[config.mk]
export PLATFORM = sky130hd
export DESIGN_NAME = nor_page_prog_seq
export DESIGN_NICKNAME = d
export VERILOG_FILES = /design/src/rtl/nor_page_prog_seq_pkg.sv /design/src/rtl/nor_page_prog_seq_fifo.sv /design/src/rtl/nor_page_prog_seq.sv
export SDC_FILE = /design/constraint.sdc
export NUM_CORES = 1
export LEC_CHECK = 0
export BUFFER_PORTS_ARGS = -buffer_cell sky130_fd_sc_hd__buf_2
export CORE_UTILIZATION = 35
export CTS_CLUSTER_SIZE = 40
export DETAILED_ROUTE_END_ITERATION = 12
export GPL_TIMING_DRIVEN = 1
export PLACE_DENSITY_LB_ADDON = 0.05
export SLEW_MARGIN = 20
export SYNTH_ARGS = -nofsm -noshare
export SYNTH_HDL_FRONTEND = slang
export SYNTH_HIERARCHICAL = 1
export SYNTH_SLANG_ARGS = --single-unit
[constraint.sdc]
create_clock -name clk_i -period 7.8 [get_ports clk_i]
set_input_delay 0.78 -clock clk_i [delete_from_list [all_inputs] [get_ports clk_i]]
set_output_delay 0.78 -clock clk_i [all_outputs]
set_load 0.1 [all_outputs]
[src/rtl/nor_page_prog_seq_pkg.sv]
// Shared constants for the NOR page-program sequencer.
// NOR_CYCLE_PROGRAM normally arrives from cmd_defs.v; the guarded default keeps this slice self-contained.
`ifndef NOR_CYCLE_PROGRAM
`define NOR_CYCLE_PROGRAM 6'h03
`endif

package nor_page_prog_seq_pkg;
    localparam int NOR_CMD_BITS = 6;
    localparam int WB_ADR_BITS  = 32;
endpackage

[src/rtl/nor_page_prog_seq_fifo.sv]
// pp_word_fifo: synchronous word FIFO with registered head-of-queue read data.
module pp_word_fifo #(
    parameter int DEPTH    = 16,
    parameter int DATABITS = 16
) (
    input  logic                clk_i,
    input  logic                reset_ni,
    input  logic                push,
    input  logic [DATABITS-1:0] push_data,
    input  logic                pop,
    input  logic                flush,
    output logic                full,
    output logic                empty,
    output logic [DATABITS-1:0] rd_data
);
    localparam int AW = $clog2(DEPTH);
    localparam logic [AW:0] FULL_CNT = (AW+1)'(DEPTH);
    localparam logic [AW:0] ONE_CNT  = (AW+1)'(1);

    logic [DATABITS-1:0] mem [DEPTH];
    logic [AW-1:0]       wr_ptr, rd_ptr, rd_nxt;
    logic [AW:0]         cnt;
    logic                do_push, do_pop;

    assign full    = (cnt == FULL_CNT);
    assign empty   = (cnt == '0);
    assign do_push = push && !full;
    assign do_pop  = pop && !empty;
    assign rd_nxt  = rd_ptr + 1'b1;

    always_ff @(posedge clk_i) begin
        if (do_push && !flush) mem[wr_ptr] <= push_data;
    end

    always_ff @(posedge clk_i or negedge reset_ni) begin
        if (!reset_ni) begin
            wr_ptr  <= '0;
            rd_ptr  <= '0;
            cnt     <= '0;
            rd_data <= '0;
        end else if (flush) begin
            wr_ptr  <= '0;
            rd_ptr  <= '0;
            cnt     <= '0;
        end else begin
            if (do_push) wr_ptr <= wr_ptr + 1'b1;
            if (do_pop)  rd_ptr <= rd_nxt;
            if (do_push && !do_pop)      cnt <= cnt + 1'b1;
            else if (!do_push && do_pop) cnt <= cnt - 1'b1;
            // head register follows the write when the queue is (or becomes) empty
            if (do_push && (empty || (do_pop && cnt == ONE_CNT))) rd_data <= push_data;
            else if (do_pop)                                     rd_data <= mem[rd_nxt];
        end
    end
endmodule

[src/rtl/nor_page_prog_seq.sv]
// Page-program data-phase sequencer: one Wishbone NOR_CYCLE_PROGRAM write per buffered word.
// Build option PPSEQ_PAGE_WRAP_EN: address increment wraps inside the aligned PAGE_WORDS page.
module nor_page_prog_seq
    import nor_page_prog_seq_pkg::*;
#(
    parameter int ADDRBITS   = 26,
    parameter int DATABITS   = 16,
    parameter int DEPTH      = 16,
    parameter int COUNTBITS  = 16,
    parameter int PAGE_WORDS = 256
) (
    input  logic                 clk_i,
    input  logic                 reset_ni,
    input  logic                 start_i,
    input  logic [ADDRBITS-1:0]  start_addr_i,
    input  logic                 word_valid_i,
    input  logic [DATABITS-1:0]  word_data_i,
    output logic                 word_ready_o,
    input  logic                 end_i,
    input  logic                 abort_i,
    output logic                 busy_o,
    output logic                 done_o,
    output logic                 err_o,
    output logic [COUNTBITS-1:0] prog_count_o,
    output logic                 wb_cyc_o,
    output logic                 wb_stb_o,
    output logic                 wb_we_o,
    output logic [31:0]          wb_adr_o,
    output logic [DATABITS-1:0]  wb_dat_o,
    input  logic                 wb_ack_i,
    input  logic                 wb_err_i,
    input  logic                 wb_stall_i
);
    typedef enum logic [2:0] {
        S_IDLE, S_RUN, S_ISSUE, S_WAIT_ACK, S_DRAIN, S_DONE
    } state_t;

    localparam int PAGE_BITS = $clog2(PAGE_WORDS);
`ifdef PPSEQ_PAGE_WRAP_EN
    localparam bit PAGE_WRAP = 1'b1;
`else
    localparam bit PAGE_WRAP = 1'b0;
`endif

    state_t                state_q, state_d;
    logic [ADDRBITS-1:0]   addr_q, addr_nxt;
    logic [COUNTBITS-1:0]  count_q;
    logic                  err_q, end_q;
    logic                  latch_start, addr_inc, err_set;
    logic                  fifo_push, fifo_pop, fifo_flush, fifo_full, fifo_empty;
    logic [DATABITS-1:0]   fifo_rd;
    logic                  in_burst;

    pp_word_fifo #(.DEPTH(DEPTH), .DATABITS(DATABITS)) u_fifo (
        .clk_i     (clk_i),
        .reset_ni  (reset_ni),
        .push      (fifo_push),
        .push_data (word_data_i),
        .pop       (fifo_pop),
        .flush     (fifo_flush),
        .full      (fifo_full),
        .empty     (fifo_empty),
        .rd_data   (fifo_rd)
    );

    assign in_burst  = (state_q == S_RUN) || (state_q == S_ISSUE) || (state_q == S_WAIT_ACK);
    assign fifo_push = word_valid_i && in_burst && !fifo_full && !abort_i;
    assign addr_nxt  = PAGE_WRAP ? {addr_q[ADDRBITS-1:PAGE_BITS], addr_q[PAGE_BITS-1:0] + 1'b1}
                                 : addr_q + 1'b1;

    always_ff @(posedge clk_i or negedge reset_ni) begin
        if (!reset_ni) state_q <= S_IDLE;
        else           state_q <= state_d;
    end

    // abort outranks err, and err outranks ack
    always_comb begin
        state_d     = state_q;
        latch_start = 1'b0;
        addr_inc    = 1'b0;
        err_set     = 1'b0;
        fifo_pop    = 1'b0;
        fifo_flush  = 1'b0;
        case (state_q)
            S_IDLE: if (start_i) begin
                latch_start = 1'b1;
                state_d     = S_RUN;
            end
            S_RUN: begin
                if (abort_i) begin
                    fifo_flush = 1'b1;
                    state_d    = S_IDLE;
                end else if (!fifo_empty) state_d = S_ISSUE;
                else if (end_q)           state_d = S_DONE;
            end
            S_ISSUE: begin
                if (abort_i) begin
                    fifo_flush = 1'b1;
                    state_d    = S_IDLE;
                end else if (!wb_stall_i) state_d = S_WAIT_ACK;
            end
            S_WAIT_ACK: begin
                if (abort_i) begin
                    fifo_flush = 1'b1;
                    state_d    = S_IDLE;
                end else if (wb_err_i) begin
                    err_set    = 1'b1;
                    fifo_flush = 1'b1;
                    state_d    = S_DRAIN;
                end else if (wb_ack_i) begin
                    fifo_pop = 1'b1;
                    addr_inc = 1'b1;
                    state_d  = S_RUN;
                end
            end
            S_DRAIN: begin
                if (abort_i)    state_d = S_IDLE;
                else if (end_q) state_d = S_DONE;
            end
            S_DONE:  state_d = S_IDLE;
            default: state_d = S_IDLE;
        endcase
    end

    always_ff @(posedge clk_i or negedge reset_ni) begin
        if (!reset_ni) begin
            addr_q  <= '0;
            count_q <= '0;
            err_q   <= 1'b0;
            end_q   <= 1'b0;
        end else if (latch_start) begin
            addr_q  <= start_addr_i;
            count_q <= '0;
            err_q   <= 1'b0;
            end_q   <= 1'b0;
        end else begin
            if (addr_inc) addr_q <= addr_nxt;
            if (addr_inc && count_q != '1) count_q <= count_q + 1'b1;
            if (err_set) err_q <= 1'b1;
            if (end_i && (in_burst || state_q == S_DRAIN)) end_q <= 1'b1;
        end
    end

    assign word_ready_o = (in_burst && !fifo_full) || (state_q == S_DRAIN);
    assign busy_o       = (state_q != S_IDLE);
    assign done_o       = (state_q == S_DONE);
    assign err_o        = err_q;
    assign prog_count_o = count_q;
    assign wb_cyc_o     = (state_q == S_ISSUE) || (state_q == S_WAIT_ACK);
    assign wb_stb_o     = (state_q == S_ISSUE);
    assign wb_we_o      = wb_cyc_o;
    // address/data bus held at zero outside a cycle so idle outputs read as 0
    assign wb_adr_o     = wb_cyc_o ? WB_ADR_BITS'({NOR_CMD_BITS'(`NOR_CYCLE_PROGRAM), addr_q}) : '0;
    assign wb_dat_o     = wb_cyc_o ? fifo_rd : '0;
endmodule

==> impl_metrics.csv, run 1 <==
group,metric,value,unit
synthesis,synthArstFlopShare,22.9,%
clock_tree,clock_path_buffers,3,
pwr,leakagePower,5.94,nW
run_status,status,"finished clean",
routing,totalWireLength,38.5,mm
die,num_rows,74,
grt,grt_pass1_vias,8865,
synthesis,synth_edf_count,256,
die,die_y,206,um
sta,slew-limit-headroom,29.2,%
synthesis,yosysSeqAreaShare,66.0,%
grt,grt_overflow,0,
synthesis,synth_top_family_by_area,"multiplexers",
setup_path,path_class,"flop to flop",
clock_tree,cts_resized,0,
clock_tree,hold_buffers,0,
sta,fin_skew,0.0216,ns
sta,hold_ws,0.173,ns
worst_hold_path,worstHoldPathType,"primary input to async pin",
clock_tree,clk_latency,0.55,ns
final_layout,layout-drive-gt1-share,26.8,%
synthesis,ys_ff_latch,332,
sta,period_share,55.1,%
die,core_area,40900,um2
setup_path,critPathCaptureType,"flop",
setup_path,worstPathMaxFanout,16,
run,maxCapViolations,0,
routing,post_drt_wl_per_cell,23.1,um
clock_tree,h-tree-depth,2,
clock_tree,clkSlewWorstSetupHoldPaths,0.06,ns
synthesis,synth.top_cells.by_area,"edfxtp_1 (53%), dfrtp_1 (13%), mux4_2 (9.9%), and2_1 (1.9%), nand2_1 (1.7%)",
setup_path,ff2ff_setup_slack,3.50,ns
synthesis,yosys-top-cells-count,"edfxtp_1 (256), dfrtp_1 (76), nand2_1 (65), mux4_2 (64), nor2_1 (64)",
setup_path,crit_slowest_cell,"nor2_2",
setup_path,cp_cell_sequence,"inv_1, ha_1, and4bb_2, or3_1, nor3b_1, inv_1, nor2_2, nand2_1, nor2_2",
synthesis,synth-compound-area-share,7.46,%
final_layout,n_fill_cell,3787,
synthesis,synthAdderAreaFrac,0.947,%
setup_path,required,7.97,ns
clock_tree,cts_buffers,38,
setup_path,worstSetupStartpointType,"flop",
clock_tree,cts_root_buf,"clkbuf_16",
grt,grt_max_degree,66,
final_layout,multi_input_area,4590,um2
grt,grt_pass1_wl,57.2,mm
sta,hold_viol,0,
final_layout,area_growth,15.9,%
routing,antenna_left,0,
routing,vias,8567,
setup_path,crit_path_max_incr_delay,0.90,ns
pwr,p_per_area,312,nW/um2
placed_design,dp_hpwl,24.8,mm
synthesis,syn_inst,985,
routing,drc,0,
synthesis,synth-xor-area-share,2.71,%
routing,vias_per_cell,5.15,
grt,track_usage,18.7,%
sta,slew_viol_final,0,
sta,setup_viol,0,
routing,drt_iter0_markers,497,
synthesis,yosys_most_used_dff,"edfxtp_1",
placed_design,portBuffers,117,
synthesis,synthDistinctLibCells,66,
sta,finalSetupTns,0,ns
synthesis,synth.area.mux_share,10.1,%
die,pin_count,122,
sta,worst_pin_slew,1.06,ns
synthesis,synth_top_area_share,52.9,%
synthesis,synth_area,14500,um2
clock_tree,clock_sinks,332,
final_layout,diodes,0,
synthesis,yosysMostFrequentCell,"edfxtp_1",
final_layout,finalNetCount,1165,
sta,fmax,0.233,GHz
sta,min_period,4.30,ns
sta,rsz0062_at_grt,"false",
synthesis,yosysWarnings,6,
final_layout,regArea,9590,um2
clock_tree,cts_tree,"done",
synthesis,yosys.area.top_type,"edfxtp_1",
setup_path,worstPathArrival,4.46,ns
routing,drt_first_pass_iters,5,
placed_design,gp_congestion,0.757,
synthesis,yosys.area_share.simple,9.49,%
clock_tree,post_cts_buffers,0,
synthesis,avgSynthCellArea,14.8,um2
die,die_x,206,um
die,die_area,42400,um2
die,start_util,35.5,%
grt,antenna_found_initial,0,
pwr,irDropWorstVdd,0.000163,V
-- per-layer routing --
metal	routed length, um	up-vias	GRT usage, %
li1	-	3931	-
met1	17600	4366	25.5
met2	18400	220	30.5
met3	1610	50	2.57
met4	933	0	6.41
met5	0	-	0
-- cell families after synthesis --
| family | Yosys count |
|---|---|
| fa+ha+maj | 11 |
| flops | 332 |
| simple gates | 272 |
| mux | 67 |
| compound gates | 153 |
| xor+xnor | 45 |
| other cells | 1 |
| buf+inv | 104 |
-- worst max-delay path, delay by kind of cell (launching register included) --
family                   cells  cell delay, ns
adder cells (fa/ha/maj)      1            0.24
buffers and inverters        2            0.37
flip-flops                   1            0.41
AND/OR/NAND/NOR              6            2.86
-- final timing paths --
kind | from | to | cells after the start
worst max-delay path | u_fifo/cnt[0] | u_fifo/mem[12][4] | 9
worst min-delay path | reset_ni | prog_count_o[5] | 1
worst max register to register | u_fifo/cnt[0] | u_fifo/mem[12][4] | 9
worst min register to register | err_o | err_o | 1
max in group asynchronous | reset_ni | u_fifo/rd_data[1] | 2
min in group clk_i | start_addr_i[25] | addr_q[25] | 3
-- cells in the final DEF (no fill, tap or decap), types with 10 or more instances in the layout --
cell,instances
edfxtp_1,256
buf_2,116
dfrtp_1,75
nand2_1,65
mux4_2,64
nor2_1,52
inv_1,45
and2_1,42
clkbuf_16,39
o21ai_0,32
xnor2_1,25
a21oi_1,25
nor2_2,23
o22ai_1,22
xor2_1,20
clkinv_1,18
a21boi_0,17
nand3_1,16
a211oi_1,16
nor3_1,15
nand4_1,14
buf_4,12
ha_1,10
a21oi_2,10
o22ai_2,10
-- sequential cells by signal, summed over array words and instances, names as in the netlist --
| register | cells |
|---|---|
| prog_count_o | 16 |
| state_q | 3 |
| err_o | 1 |
| u_fifo/rd_ptr | 4 |
| u_fifo/cnt | 5 |
| u_fifo/rd_data | 16 |
| addr_q | 26 |
| u_fifo/wr_ptr | 4 |
| end_q | 1 |
| u_fifo/mem | 256 |
-- layout make-up --
type,instances,share of cell area [%]
Clock inverter,20,0.653
Clock buffer,49,6.13
Timing Repair Buffer,128,3.98
Multi-Input combinational cell,552,27.2
Tap cell,532,3.95
Sequential cell,332,56.9
Inverter,51,1.14
-- through the flow --
stage                     total power [mW]  util, %  area, um2  setup slack, ns  cells
after floorplan                       3.33        -      14500             3.77    988
after global placement                3.66     38.3      15700             3.29   1595
after detailed placement              3.66     38.4      15700             3.40   1595
after CTS                             5.34     41.2      16900             3.36   1664
after global routing                  5.52     41.2      16900             3.12   1664
final                                 5.26     41.2      16900             3.50   1664
-- power breakdown --
part,total (mW),switching (mW),leakage [nW],internal [mW]
combinational,1.39,1.04,2.10,0.349
sequential,2.22,0.154,3.28,2.07
clock,1.66,0.719,0.559,0.937
total,5.26,1.91,5.94,3.35
Note: power is estimated with default switching activity, not from simulation.
==> inputs of run 2 (changes only) <==
==> constraint.sdc (replaced) <==
create_clock -name clk_i -period 3.7 [get_ports clk_i]
set_input_delay 0.37 -clock clk_i [delete_from_list [all_inputs] [get_ports clk_i]]
set_output_delay 0.37 -clock clk_i [all_outputs]
set_load 0.1 [all_outputs]
==> run 2 against run 1 <==
- utilization rose by 0.93 points
- combinational power rose by 120%
- power rose by 120%
- sequential cell count did not move
- hold slack got worse by 0.14 ns
- clock power rose by 120%
- routed wire length fell by 2.8%
- setup slack got worse by 3.3 ns
- critical path type unchanged
==> impl_metrics.csv, run 2 (synthesis results as in run 1) <==
group,metric,value,unit
run_status,status,"finished clean",
routing,vias,8652,
final_layout,final_cell_mix,"edfxtp_1 (256), buf_2 (116), dfrtp_1 (75), nand2_1 (65), mux4_2 (64)",
sta,fin_skew,0.0194,ns
grt,track_usage,18.2,%
grt,antenna_found_initial,0,
final_layout,largestRegisters,"u_fifo/mem (256), addr_q (26)",
setup_path,worstSetupStartpointType,"flop",
setup_path,critPathCaptureType,"flop",
setup_path,r2r_end,"u_fifo/mem[2][7]",
die,num_rows,74,
grt,grt_pass1_vias,8882,
placed_design,portBuffers,117,
final_layout,largest_reg_flops,256,
placed_design,gp_congestion,0.758,
grt,grt_max_degree,45,
routing,drt_iter0_markers,603,
sta,hold_viol,0,
final_layout,top_register,"u_fifo/mem",
clock_tree,clkSlewWorstSetupHoldPaths,0.06,ns
sta,min_period,3.46,ns
run,maxCapViolations,0,
routing,antenna_left,0,
grt,grt_pass1_wl,56.6,mm
sta,rsz0062_at_grt,"false",
die,die_y,206,um
clock_tree,cts_tree,"done",
setup_path,crit_path_max_incr_delay,0.68,ns
sta,setup_ws,0.237,ns
pwr,pwr-share-comb,27.0,%
final_layout,finalNetCount,1205,
worst_hold_path,hp-start,"start_addr_i[22]",
pwr,p_sw_share,35.8,%
placed_design,dp_hpwl,25.5,mm
pwr,irDropWorstVdd,0.000378,V
final_layout,fin_cells,1706,
worst_hold_path,worstHoldPathType,"primary input to flop",
die,pin_count,122,
final_layout,diodes,0,
setup_path,cp_num_buf_inv,3,
final_layout,layout-drive-gt1-share,29.2,%
setup_path,reg2reg_depth,9,
sta,hold_ws,0.0290,ns
clock_tree,cts_root_buf,"clkbuf_16",
routing,drc,0,
clock_tree,clock_path_buffers,3,
placed_design,post-place-cells,1630,
worst_hold_path,worst_hold_path.num_cells,3,
pwr,p_per_area,660,nW/um2
pwr,p_sw,4.07,mW
sta,worst_pin_slew,0.977,ns
routing,post_drt_wl_per_cell,21.9,um
final_layout,final_common_cell,"edfxtp_1",
setup_path,ff2ff_setup_slack,0.24,ns
clock_tree,cts_buffers,40,
sta,slew-limit-headroom,34.4,%
worst_hold_path,hold_path_end,"addr_q[22]",
grt,grt_overflow,0,
setup_path,cp_top_family,"simple AND/OR/NAND/NOR gates",
setup_path,path_class,"flop to flop",
setup_path,crit_slowest_cell,"or3_1",
pwr,p_seq_share,40.7,%
final_layout,area_growth,18.5,%
sta,setup_viol,0,
clock_tree,clock_sinks,332,
routing,vias_per_cell,5.07,
placed_design,place_ws,0.203,ns
routing,drt_first_pass_iters,5,
sta,slew_viol_final,0,
setup_path,cp_cell_sequence,"inv_1, ha_1, and4bb_2, or3_1, nor3b_1, inv_1, or3_1, nor3_2, buf_4",
setup_path,worstPathMaxFanout,16,
routing,totalWireLength,37.4,mm
sta,fmax,0.289,GHz
clock_tree,h-tree-depth,2,
sta,period_share,93.6,%
setup_path,worstPathArrival,3.70,ns
die,die_area,42400,um2
clock_tree,post_cts_buffers,0,
pwr,clkPwrFrac,32.4,%
setup_path,required,3.93,ns
die,start_util,35.5,%
pwr,leakagePower,6.18,nW
clock_tree,clk_latency,0.55,ns
setup_path,r2r-start,"u_fifo/cnt[0]",
die,core_area,40900,um2
pwr,internal_power,7.30,mW
die,die_x,206,um
[run 2: worst min-delay path, stage by stage]
cell and delay [ns]:
buf_2 0.08, nand2_1 0.04, o21ai_0 0.06
[run 2: cell type report]
type                    instances  area (um2)
fillers                      3840       23700
flip-flops and latches        332        9590
multi-input cells             552        4580
clock buffers                  53        1100
repair buffers                166         976
well taps                     532         666
inverters                      51         191
clock inverters                20         126
[run 2: how the worst max path moves through the flow]
stage                     depth (start not counted)               end  slack, ns           from
after floorplan                                   9  u_fifo/mem[2][0]      -0.33  u_fifo/cnt[0]
after global placement                            9  u_fifo/mem[2][8]       0.28  u_fifo/cnt[0]
after detailed placement                          9  u_fifo/mem[2][5]       0.20  u_fifo/cnt[0]
after CTS                                         9  u_fifo/mem[2][7]       0.18  u_fifo/cnt[0]
after global routing                              9  u_fifo/mem[2][3]       0.01  u_fifo/cnt[0]
final                                             9  u_fifo/mem[2][7]       0.24  u_fifo/cnt[0]
[run 2: timing repair]
item,in CTS,in global routing
endpoints found under the setup margin,0,0
hold buffers,3,0
gates resized for setup,0,0
hold endpoints to repair,78,0
[run 2: through the flow]
stage / utilization, % / cell area, um2 / power [mW] / setup TNS, ns
floorplan: - / 14600 / 7.03 / -10.72
global placement: 39.0 / 16000 / 7.79 / 0
detailed placement: 39.0 / 16000 / 7.79 / 0
CTS: 42.1 / 17200 / 11.5 / 0
global route: 42.1 / 17200 / 11.9 / 0
finish: 42.1 / 17200 / 11.4 / 0
[run 2: routing by layer]
layer	track usage [%]	vias up	part of all wire, %
met5	0	-	0
met3	3.41	50	4.6
met1	25.4	4392	47
met2	29.2	190	47
li1	-	4020	-
met4	4.54	0	1.9
[run 2: power by group through the flow]
stage	logic [mW]	clock network (mW)	registers, mW
2_1_floorplan	2.36	0	4.67
3_5_place_dp	3.09	0	4.70
5_1_grt	3.30	3.94	4.67
6_report	3.07	3.68	4.62
4_1_cts	3.10	3.81	4.63
3_3_place_gp	3.08	0	4.70
